--- src/rtl/cube_uart_tx.sv ---
// Serialises a 26-byte cube-state frame (sync, six face words, XOR checksum) as 8N1 UART.
// All six faces are captured when a frame is accepted; tx is driven straight from a flop.
module cube_uart_tx #(
  parameter int CLK_HZ = 50000000,
  parameter int BAUD   = 115200
) (
  input  logic        clk,
  input  logic        rst,
  input  logic        start,
  input  logic [31:0] face_front,
  input  logic [31:0] face_back,
  input  logic [31:0] face_up,
  input  logic [31:0] face_down,
  input  logic [31:0] face_left,
  input  logic [31:0] face_right,
  output logic        tx,
  output logic        busy,
  output logic        done
);

  localparam int CPB_RAW      = CLK_HZ / BAUD;
  localparam int CLKS_PER_BIT = (CPB_RAW < 2) ? 2 : CPB_RAW;
  localparam int TW           = $clog2(CLKS_PER_BIT);
  localparam logic [TW-1:0] TIMER_MAX = TW'(CLKS_PER_BIT - 1);
  localparam logic [4:0]    LAST_BYTE = 5'd25;
  localparam logic [4:0]    LAST_FACE_BYTE = 5'd24;
  localparam logic [7:0]    SYNC_BYTE = 8'hA5;

  typedef enum logic [1:0] {IDLE, START, DATA, STOP} state_t;

  state_t          state_q, state_d;
  logic [TW-1:0]   timer_q, timer_d;
  logic [2:0]      bit_idx_q, bit_idx_d;
  logic [4:0]      byte_idx_q, byte_idx_d;
  logic [7:0]      shift_q, shift_d;
  logic [191:0]    snap_q, snap_d;
  logic [7:0]      csum_q, csum_d;
  logic            tx_q, tx_d;
  logic            done_q, done_d;
  logic            armed_q, armed_d;
  logic            timer_expired;
  logic [7:0]      next_byte;

  always_ff @(posedge clk or posedge rst) begin
    if (rst) begin
      state_q    <= IDLE;
      timer_q    <= '0;
      bit_idx_q  <= '0;
      byte_idx_q <= '0;
      shift_q    <= '0;
      snap_q     <= '0;
      csum_q     <= '0;
      tx_q       <= 1'b1;
      done_q     <= 1'b0;
      armed_q    <= 1'b0;
    end else begin
      state_q    <= state_d;
      timer_q    <= timer_d;
      bit_idx_q  <= bit_idx_d;
      byte_idx_q <= byte_idx_d;
      shift_q    <= shift_d;
      snap_q     <= snap_d;
      csum_q     <= csum_d;
      tx_q       <= tx_d;
      done_q     <= done_d;
      armed_q    <= armed_d;
    end
  end

  assign timer_expired = (timer_q == TIMER_MAX);
  // The face snapshot shifts up one byte per load, so its top byte is always the next face byte.
  assign next_byte = (byte_idx_q == LAST_FACE_BYTE) ? csum_q : snap_q[191:184];

  always_comb begin
    state_d    = state_q;
    timer_d    = timer_q;
    bit_idx_d  = bit_idx_q;
    byte_idx_d = byte_idx_q;
    shift_d    = shift_q;
    snap_d     = snap_q;
    csum_d     = csum_q;
    tx_d       = tx_q;
    done_d     = 1'b0;
    // A start held across reset release must drop once before it counts.
    armed_d    = armed_q | ~start;

    case (state_q)
      IDLE: begin
        if (start && armed_q) begin
          state_d    = START;
          timer_d    = '0;
          bit_idx_d  = '0;
          byte_idx_d = '0;
          shift_d    = SYNC_BYTE;
          csum_d     = '0;
          snap_d     = {face_front, face_back, face_up, face_down, face_left, face_right};
          tx_d       = 1'b0;
        end
      end
      START: begin
        if (timer_expired) begin
          state_d   = DATA;
          timer_d   = '0;
          bit_idx_d = '0;
          tx_d      = shift_q[0];
          shift_d   = shift_q >> 1;
        end else begin
          timer_d = timer_q + TW'(1);
        end
      end
      DATA: begin
        if (timer_expired) begin
          timer_d = '0;
          if (bit_idx_q == 3'd7) begin
            state_d = STOP;
            tx_d    = 1'b1;
          end else begin
            bit_idx_d = bit_idx_q + 3'd1;
            tx_d      = shift_q[0];
            shift_d   = shift_q >> 1;
          end
        end else begin
          timer_d = timer_q + TW'(1);
        end
      end
      STOP: begin
        if (timer_expired) begin
          timer_d = '0;
          if (byte_idx_q == LAST_BYTE) begin
            state_d = IDLE;
            done_d  = 1'b1;
            tx_d    = 1'b1;
          end else begin
            state_d    = START;
            tx_d       = 1'b0;
            byte_idx_d = byte_idx_q + 5'd1;
            shift_d    = next_byte;
            if (byte_idx_q != LAST_FACE_BYTE) begin
              snap_d = snap_q << 8;
              csum_d = csum_q ^ next_byte;
            end
          end
        end else begin
          timer_d = timer_q + TW'(1);
        end
      end
      default: begin
        state_d = IDLE;
        tx_d    = 1'b1;
      end
    endcase
  end

  assign tx   = tx_q;
  assign busy = (state_q != IDLE);
  assign done = done_q;

endmodule

--- config.mk ---
export PLATFORM = sky130hd
export DESIGN_NAME = cube_uart_tx
export DESIGN_NICKNAME = d
export VERILOG_FILES = /design/src/rtl/cube_uart_tx.sv
export SDC_FILE = /design/constraint.sdc
export NUM_CORES = 1
export LEC_CHECK = 0
export CELL_PAD_IN_SITES_DETAIL_PLACEMENT = 0
export CELL_PAD_IN_SITES_GLOBAL_PLACEMENT = 1
export CORE_ASPECT_RATIO = 0.6
export CORE_MARGIN = 4
export CORE_UTILIZATION = 40
export CTS_CLUSTER_DIAMETER = 100
export DETAILED_ROUTE_END_ITERATION = 7
export GPL_ROUTABILITY_DRIVEN = 0
export PLACE_DENSITY = 0.74
export SYNTH_ARGS = -nofsm -noshare
export SYNTH_HDL_FRONTEND = slang
export SYNTH_SLANG_ARGS = --single-unit
--- constraint.sdc ---
create_clock -name clk -period 6.8 [get_ports clk]
set_input_delay 1.02 -clock clk [delete_from_list [all_inputs] [get_ports clk]]
set_output_delay 1.02 -clock clk [all_outputs]
set_load 0.02 [all_outputs]
==> out/qor.yml, run 1 <==
outcome:
  outcome: "completed"
min_path:
  whs_path_depth: 1
  holdCritPathClass: "flip-flop to flip-flop"
power:
  power.switching_mw: 0.604
  power_density_nw_per_um2: 203
  irDropWorstVdd_uv: 123
  p_comb_share_pct: 6.7
  swShare_pct: 20.2
  p_clk_share_pct: 47.6
  p_leak_nw: 6.81
  internal_power_mw: 2.39
  seqPwrFrac_pct: 45.7
setup_path:
  crit_family: "buffers and inverters"
  crit_required_ns: 7.20
  cp.arrival_ns: 4.34
  critPathMaxStageDelay_ns: 0.83
  cpMostUsedCell: "buf_4"
  path_max_fanout: 75
  r2r_cells: 6
  cpMaxStageDelayCell: "buf_4"
  cp-start-kind: "flip-flop"
  cp.depth: 6
  worstPathCellList: "ha_4 -> buf_4 -> buf_4 -> buf_4 -> mux2_2 -> mux2_2"
  end_kind: "flip-flop"
  cp_num_buf_inv: 3
  path_class: "flip-flop to flip-flop"
route:
  wl_per_cell_um: 18.2
  ant_nets: 0
  wirelength_um: 25800
  avgViaCountPerCell: 5.08
  num_vias: 7206
  drc_errors: 0
  drt_iter0_drc: 295
  dr.pass1.iters: 4
synth:
  synth_area_leader_cell: "dfrtp_1"
  syn-num-nets: 1053
  yosysWarningCount: 0
  syn_area_sq_um: 11700
  synthFlopType: "dfrtp_1"
  seq_area_frac_synth_pct: 49.3
  postSynthCellCount: 846
  synth_cell_types: 53
  synth_edf_count: 0
  ys_seq_elements: 230
  synth_top_area_share_pct: 49.1
  netlist_top_cells_area: "dfrtp_1, mux2_2, buf_6"
  syn_avg_cell_area_sq_um: 13.8
  synth-async-reset-ratio_pct: 100
placement:
  hpwl_um: 17600
  dpl_cell_area_sq_um: 13900
  io_buffers: 197
finish:
  seq_area_sq_um: 5760
  drive_gt1_share_pct: 41.8
  antenna_cells: 0
  layout_commonest_cell: "mux2_2"
  final_cell_area_sq_um: 14700
  nNetsFinal: 1233
  multi_input_area_sq_um: 5530
  fillerInstances: 2503
  syn_to_final_growth_pct: 26.1
  final_cell_mix: "mux2_2, dfrtp_1, clkdlybuf4s50_1"
floorplanning:
  start_util_pct: 40.6
  dieHeight_um: 140
  ios: 198
  die_w_um: 229
  row_count: 48
  core_sq_um: 28800
  die_area_sq_um: 32100
clock_network:
  cts_tree: "done"
  cts_sinks: 230
  numCtsBuffers: 24
  htreeDepth: 1
  cts_setup_buffers: 0
  clk_latency_ns: 0.52
  clkTransAtPathRegs_ns: 0.06
  post_cts_resized: 0
  root_buffer: "clkbuf_16"
  cts_buffer_depth: 3
  cts_hold_buf: 0
run:
  cap_violations: 0
timing:
  setup_violations: 0
  fin_crit_ns: 3.94
  drv_slew: 0
  max_freq_mhz: 254
  rsz0062_at_grt: "no"
  setup_tns_ns: 0
  tightest_slew_ns: 0.994
  hold_violations: 0
  skew_ns: 0.0186
  fin_crit_sh_pct: 57.9
  max_slew_margin_pct: 33.7
global_routing:
  gr-usage-all-layers_pct: 16.1
  grt_max_degree: 125
  grt_first_pass_wirelength_um: 42100
  antenna_found_initial: 5
  grt_pass1_vias: 7624
  grt_overflow: 0
-- per-layer routing --
| metal | routed length (um) | GRT usage, % | vias up |
|---|---|---|---|
| met4 | 476 | 3.12 | 10 |
| met2 | 11000 | 23.6 | 126 |
| met3 | 1320 | 4.19 | 40 |
| li1 | - | - | 3456 |
| met5 | 62 | 0 | - |
| met1 | 13000 | 24.1 | 3574 |
-- worst reg2reg max path, delay by kind of cell (launching register included) --
kind	cells	cell delay [ns]
adders and majority gates	1	0.20
muxes	2	0.75
buffers and inverters	3	2.44
DFF	1	0.44
-- Yosys cell counts (all sizes together) (5+ instances only) --
library cell / instances
nor2b: 6
nor3: 7
a221o: 5
inv: 13
a21o: 10
ha: 12
o21ai: 7
nor3b: 16
mux2i: 9
xnor2: 5
mux2: 379
a21oi: 7
o211ai: 6
dfrtp: 229
nor2: 14
buf: 30
nand2: 21
clkbuf: 21
nand3: 8
-- cell type report --
type	count	share of cell area [%]
sequential	230	39.1
inverter	13	0.357
timing repair buffer	205	14.0
tap	375	3.18
clock inverter	9	1.04
clock buffer	35	4.84
multi-input combinational	552	37.5
-- logic make-up (layout without fill, tap and decap cells) --
group	count (synthesis)	in the layout	synth area share, %
mux	388	388	37.3
flops	230	230	49.3
simple gates	91	91	4.55
buf+inv	64	262	3.51
compound gates	54	54	3.53
fa+ha+maj	12	12	1.29
xor+xnor	7	7	0.525
-- flip-flops by register name, summed over array words and instances (netlist names) --
register,count
state_q,2
done,1
tx,1
byte_idx_q,5
shift_q,8
armed_q,1
timer_q,9
csum_q,8
snap_q,192
bit_idx_q,3
-- worst paths after layout --
kind | from | end | slack [ns]
min reg2reg | snap_q[4] | snap_q[4] | 0.47
max in group asynchronous | rst | snap_q[155] | 4.34
max reg2reg | state_q[0] | snap_q[102] | 2.86
max | state_q[0] | snap_q[102] | 2.86
min in group asynchronous | rst | snap_q[10] | 1.03
min | snap_q[4] | snap_q[4] | 0.47
-- stage by stage --
stage / hold WS, ns / setup WS [ns] / utilization (%) / instances / total power [mW]
finish: 0.473 / 2.86 / 51.2 / 1419 / 2.99
detailed placement: 0.464 / 2.68 / 48.2 / 1375 / 1.60
floorplan: 0.444 / 2.77 / - / 846 / 1.46
CTS: 0.478 / 2.83 / 51.2 / 1419 / 3.05
global placement: 0.456 / 2.73 / 48.2 / 1375 / 1.60
global route: 0.482 / 2.59 / 51.2 / 1419 / 3.12
-- power by group through the flow --
stage               Sequential, mW  Clock (mW)  Combinational, mW
floorplan                     1.39           0             0.0695
global placement              1.39           0              0.203
detailed placement            1.39           0              0.203
CTS                           1.37        1.48              0.204
global route                  1.37        1.53              0.218
finish                        1.37        1.43              0.199
(Power assumes the default switching activity.)
==> run 2, diff against run 1 <==
Clock period 6.8 ns to 3.55 ns, I/O delays scaled along.
==> run 2 against run 1 <==
Effect of this change: sequential share of layout area fell by 0.29 points; register-to-register slack got worse by 2.1 ns; via count rose by 1.6%; first-iteration DRC count rose by 3.4%; critical path depth fell by 1; clock power rose by 76%; critical endpoint is now busy.
==> out/qor.yml, run 2 (same netlist as run 1, synthesis figures left out) <==
finish:
  largest_reg_flops: 192
  seq_area_sq_um: 5760
  antenna_cells: 0
  final_cell_mix: "mux2_2, dfrtp_1, clkdlybuf4s50_1"
  fillerInstances: 2522
  layout_commonest_cell: "mux2_2"
  nNetsFinal: 1250
  multi_input_area_sq_um: 5530
  regMostFlops: "snap_q"
  syn_to_final_growth_pct: 27.1
  top_regs: "snap_q: 192 flops, timer_q: 9 flops"
  drive_gt1_share_pct: 42.9
floorplanning:
  core_sq_um: 28800
  row_count: 48
  start_util_pct: 40.6
  die_area_sq_um: 32100
  ios: 198
  dieHeight_um: 140
  die_w_um: 229
timing:
  tightest_slew_ns: 0.816
  hold_violations: 0
  max_freq_mhz: 354
  fin_crit_sh_pct: 79.5
  drv_slew: 0
  setup_tns_ns: 0
  max_slew_margin_pct: 45.6
  setup_violations: 0
  rsz0062_at_grt: "no"
  skew_ns: 0.0142
  fin_crit_ns: 2.82
  setup_slack_ns: 0.726
setup_path:
  cp.arrival_ns: 2.29
  cp-start-kind: "flip-flop"
  crit_required_ns: 3.02
  path_class: "flip-flop to output port"
  end_kind: "output port"
  rrSetupSlack_ns: 0.75
  path_max_fanout: 8
  r2r_cells: 6
global_routing:
  gr-usage-all-layers_pct: 16.8
  grt_pass1_vias: 7754
  antenna_found_initial: 6
  grt_overflow: 0
  grt_max_degree: 137
  grt_first_pass_wirelength_um: 43600
clock_network:
  numCtsBuffers: 24
  clkTransAtPathRegs_ns: 0.06
  cts_buffer_depth: 3
  htreeDepth: 1
  cts_tree: "done"
  post_cts_resized: 0
  cts_hold_buf: 0
  root_buffer: "clkbuf_16"
  cts_setup_buffers: 0
  clk_latency_ns: 0.52
  cts_sinks: 230
route:
  wirelength_um: 27100
  avgViaCountPerCell: 5.10
  ant_nets: 0
  drc_errors: 0
  dr.pass1.iters: 4
  num_vias: 7318
  wl_per_cell_um: 18.9
  drt_iter0_drc: 305
placement:
  dp_slack_ns: 0.713
  io_buffers: 197
  hpwl_um: 19300
run:
  cap_violations: 0
min_path:
  holdCritPathClass: "flip-flop to flip-flop"
  whs_path_depth: 1
outcome:
  outcome: "completed"
power:
  p_leak_nw: 6.89
  power_density_nw_per_um2: 372
  irDropWorstVdd_uv: 295
## run 2: cell types whose count changed in the layout (fill, tap and decap cells not counted), sizes merged
cell and delta:
buf +17, bufinv -2, clkbuf -5, inv -1, clkinv +8
## run 2: final cells by class
cell class | count | share of cell area, %
clock buffers | 30 | 4.48
clock inverters | 14 | 0.826
inverters | 13 | 0.354
multi-input cells | 552 | 37.3
flip-flops and latches | 230 | 38.8
well taps | 375 | 3.16
repair buffers | 222 | 15.1
## run 2: worst paths after layout
kind | start | end
hold / removal | snap_q[0] | snap_q[0]
hold reg to reg | snap_q[0] | snap_q[0]
max in group asynchronous | rst | snap_q[126]
setup reg to reg | state_q[0] | snap_q[93]
min in group asynchronous | rst | snap_q[10]
setup / recovery | state_q[0] | busy
## run 2: worst max-delay path: stages (launching register included)
cell and delay [ns]:
dfrtp_1 0.43, inv_1 0.12, ha_1 0.30, buf_4 0.20, inv_1 0.10, clkdlybuf4s50_1 0.62
## run 2: where the power goes
group / internal (mW) / switching, mW / total, mW
clock: 1.47 / 1.04 / 2.52
sequential: 2.62 / 0.0000000000000000213 / 2.62
combinational: 0.274 / 0.116 / 0.390
total: 4.37 / 1.16 / 5.53
## run 2: per-stage QoR
step / hold WS [ns] / utilization [%] / power (mW) / instance area, sq um / std cells
final: 0.478 / 51.6 / 5.53 / 14800 / 1436
after global routing: 0.497 / 51.6 / 5.77 / 14800 / 1436
after CTS: 0.479 / 51.6 / 5.63 / 14800 / 1436
after detailed placement: 0.464 / 48.9 / 3.07 / 14100 / 1392
after global placement: 0.458 / 48.9 / 3.07 / 14100 / 1392
after floorplan: 0.444 / - / 2.80 / 11700 / 846
## run 2: layer usage
| metal | part of all wire [%] | track usage, % | wire, um | vias to the layer above |
|---|---|---|---|---|
| met2 | 42 | 24.0 | 11500 | 124 |
| met3 | 6.0 | 5.28 | 1640 | 41 |
| met4 | 1.3 | 2.77 | 354 | 12 |
| met1 | 50 | 25.4 | 13500 | 3661 |
| li1 | - | - | - | 3480 |
| met5 | 0.25 | 0 | 69 | - |
==> run 3, diff against run 2 <==
Settings changed: CORE_UTILIZATION 40 to 44, PLACE_DENSITY 0.74 to 0.78.
Clock period 3.55 ns to 2.8 ns, I/O delays scaled along.
==> run 3 against run 2 <==
Effect of this change: setup slack got worse by 0.56 ns; cell area fell by 0.86%; die area fell by 8.7%; sequential power rose by 27%; first-iteration DRC count rose by 38%; via count fell by 0.49%; combinational power rose by 27%; global-route usage rose by 0.99 points; sequential share of layout area rose by 0.34 points; worst hold slack got worse by 0.17 ns; critical path type unchanged; largest power group unchanged; highest routed layer unchanged.
==> out/qor.yml, run 3 (same netlist as run 1, synthesis figures left out) <==
finish:
  top_regs: "snap_q: 192 flops, timer_q: 9 flops"
  nNetsFinal: 1245
  layout_commonest_cell: "mux2_2"
  syn_to_final_growth_pct: 26.0
  drive_gt1_share_pct: 42.1
  regMostFlops: "snap_q"
  largest_reg_flops: 192
  fillerInstances: 2180
  final_cell_mix: "mux2_2, dfrtp_1, clkdlybuf4s50_1"
clock_network:
  clkTransAtPathRegs_ns: 0.06
  cts_tree: "done"
  clk_latency_ns: 0.50
  cts_setup_buffers: 0
  cts_hold_buf: 0
  htreeDepth: 1
  numCtsBuffers: 23
  root_buffer: "clkbuf_16"
  cts_sinks: 230
  post_cts_resized: 0
  cts_buffer_depth: 3
setup_path:
  path_class: "flip-flop to output port"
  crit_required_ns: 2.38
  crit_family: "buffers and inverters"
  worstPathCellList: "inv_1 -> ha_1 -> buf_4 -> inv_1 -> clkdlybuf4s50_1"
  end_kind: "output port"
  cp_num_buf_inv: 4
  path_max_fanout: 10
  cp-start-kind: "flip-flop"
  critPathMaxStageDelay_ns: 0.61
  cpMostUsedCell: "inv_1"
  cp.arrival_ns: 2.21
  cpMaxStageDelayCell: "clkdlybuf4s50_1"
route:
  wl_per_cell_um: 18.7
  ant_nets: 0
  num_vias: 7282
  drt_iter0_drc: 421
  drc_errors: 0
  wirelength_um: 26200
  avgViaCountPerCell: 5.19
  dr.pass1.iters: 4
floorplanning:
  die_area_sq_um: 29300
  die_w_um: 218
  row_count: 45
  dieHeight_um: 134
  core_sq_um: 25700
  ios: 198
  start_util_pct: 45.5
timing:
  fin_crit_sh_pct: 94.0
  timing.hold.ws_ns: 0.310
  max_slew_margin_pct: 49.7
  tightest_slew_ns: 0.754
  drv_slew: 0
  fin_crit_ns: 2.63
  setup_violations: 0
  max_freq_mhz: 380
  rsz0062_at_grt: "no"
  setup_tns_ns: 0
  setup_slack_ns: 0.168
  hold_violations: 0
  skew_ns: 0.00962
power:
  power_density_nw_per_um2: 460
  irDropWorstVdd_uv: 447
  p_leak_nw: 6.83
placement:
  io_buffers: 197
  dp_slack_ns: 0.427
  hpwl_um: 18500
global_routing:
  grt_first_pass_wirelength_um: 42300
  grt_pass1_vias: 7750
  grt_overflow: 0
  gr-usage-all-layers_pct: 17.8
  antenna_found_initial: 3
  grt_max_degree: 92
run:
  cap_violations: 0
min_path:
  holdCritPathClass: "primary input to asynchronous set/reset pin"
outcome:
  outcome: "completed"
run 3: worst register-to-register path, stage by stage, from the launching register on:
cell and delay (ns):
dfrtp_1 0.44, inv_1 0.13, ha_1 0.24, buf_4 0.19
o221ai_2 0.21, a21o_4 0.32, buf_12 0.33, mux2_2 0.40
run 3: layout make-up:
class / count / area, sq um / area share, %
Clock buffer: 33 / 653 / 4.44
Inverter: 13 / 52.6 / 0.357
Antenna cell: 1 / 2.50 / 0.0170
Tap cell: 352 / 440 / 2.99
Multi-Input combinational cell: 552 / 5530 / 37.6
Timing Repair Buffer: 218 / 2230 / 15.1
Clock inverter: 5 / 50.0 / 0.340
Sequential cell: 230 / 5760 / 39.1
run 3: layer usage:
| layer | vias up | track usage (%) | wire length, um |
|---|---|---|---|
| li1 | 3461 | - | - |
| met3 | 33 | 3.40 | 1480 |
| met1 | 3629 | 27.8 | 13200 |
| met5 | - | 0 | 21 |
| met2 | 155 | 25.6 | 11000 |
| met4 | 4 | 3.93 | 482 |
run 3: final timing paths:
kind	end	start	cells past startpoint	slack (ns)
worst max-delay path	busy	state_q[0]	5	0.17
worst min-delay path	snap_q[2]	rst	2	0.31
worst max register to register	snap_q[71]	state_q[0]	7	0.44
worst min register to register	snap_q[6]	snap_q[6]	1	0.47
max in group asynchronous	snap_q[126]	rst	3	1.74
min in group clk	snap_q[6]	snap_q[6]	1	0.47
run 3: through the flow:
stage                     cell area [sq um]  total power, mW  util (%)  cells
final                                 14700             6.77      57.3   1404
after global routing                  14700             7.04      57.3   1404
after floorplan                       11700             3.55         -    846
after global placement                14000             3.89      54.6   1365
after CTS                             14700             6.88      57.3   1403
after detailed placement              14000             3.89      54.6   1365
run 3: report_power, final:
group	internal, mW	leakage, nW	switching, mW
Clock	1.70	0.349	1.25
Sequential	3.32	3.17	0.0000000000000000242
Combinational	0.345	3.31	0.151
Total	5.37	6.83	1.40
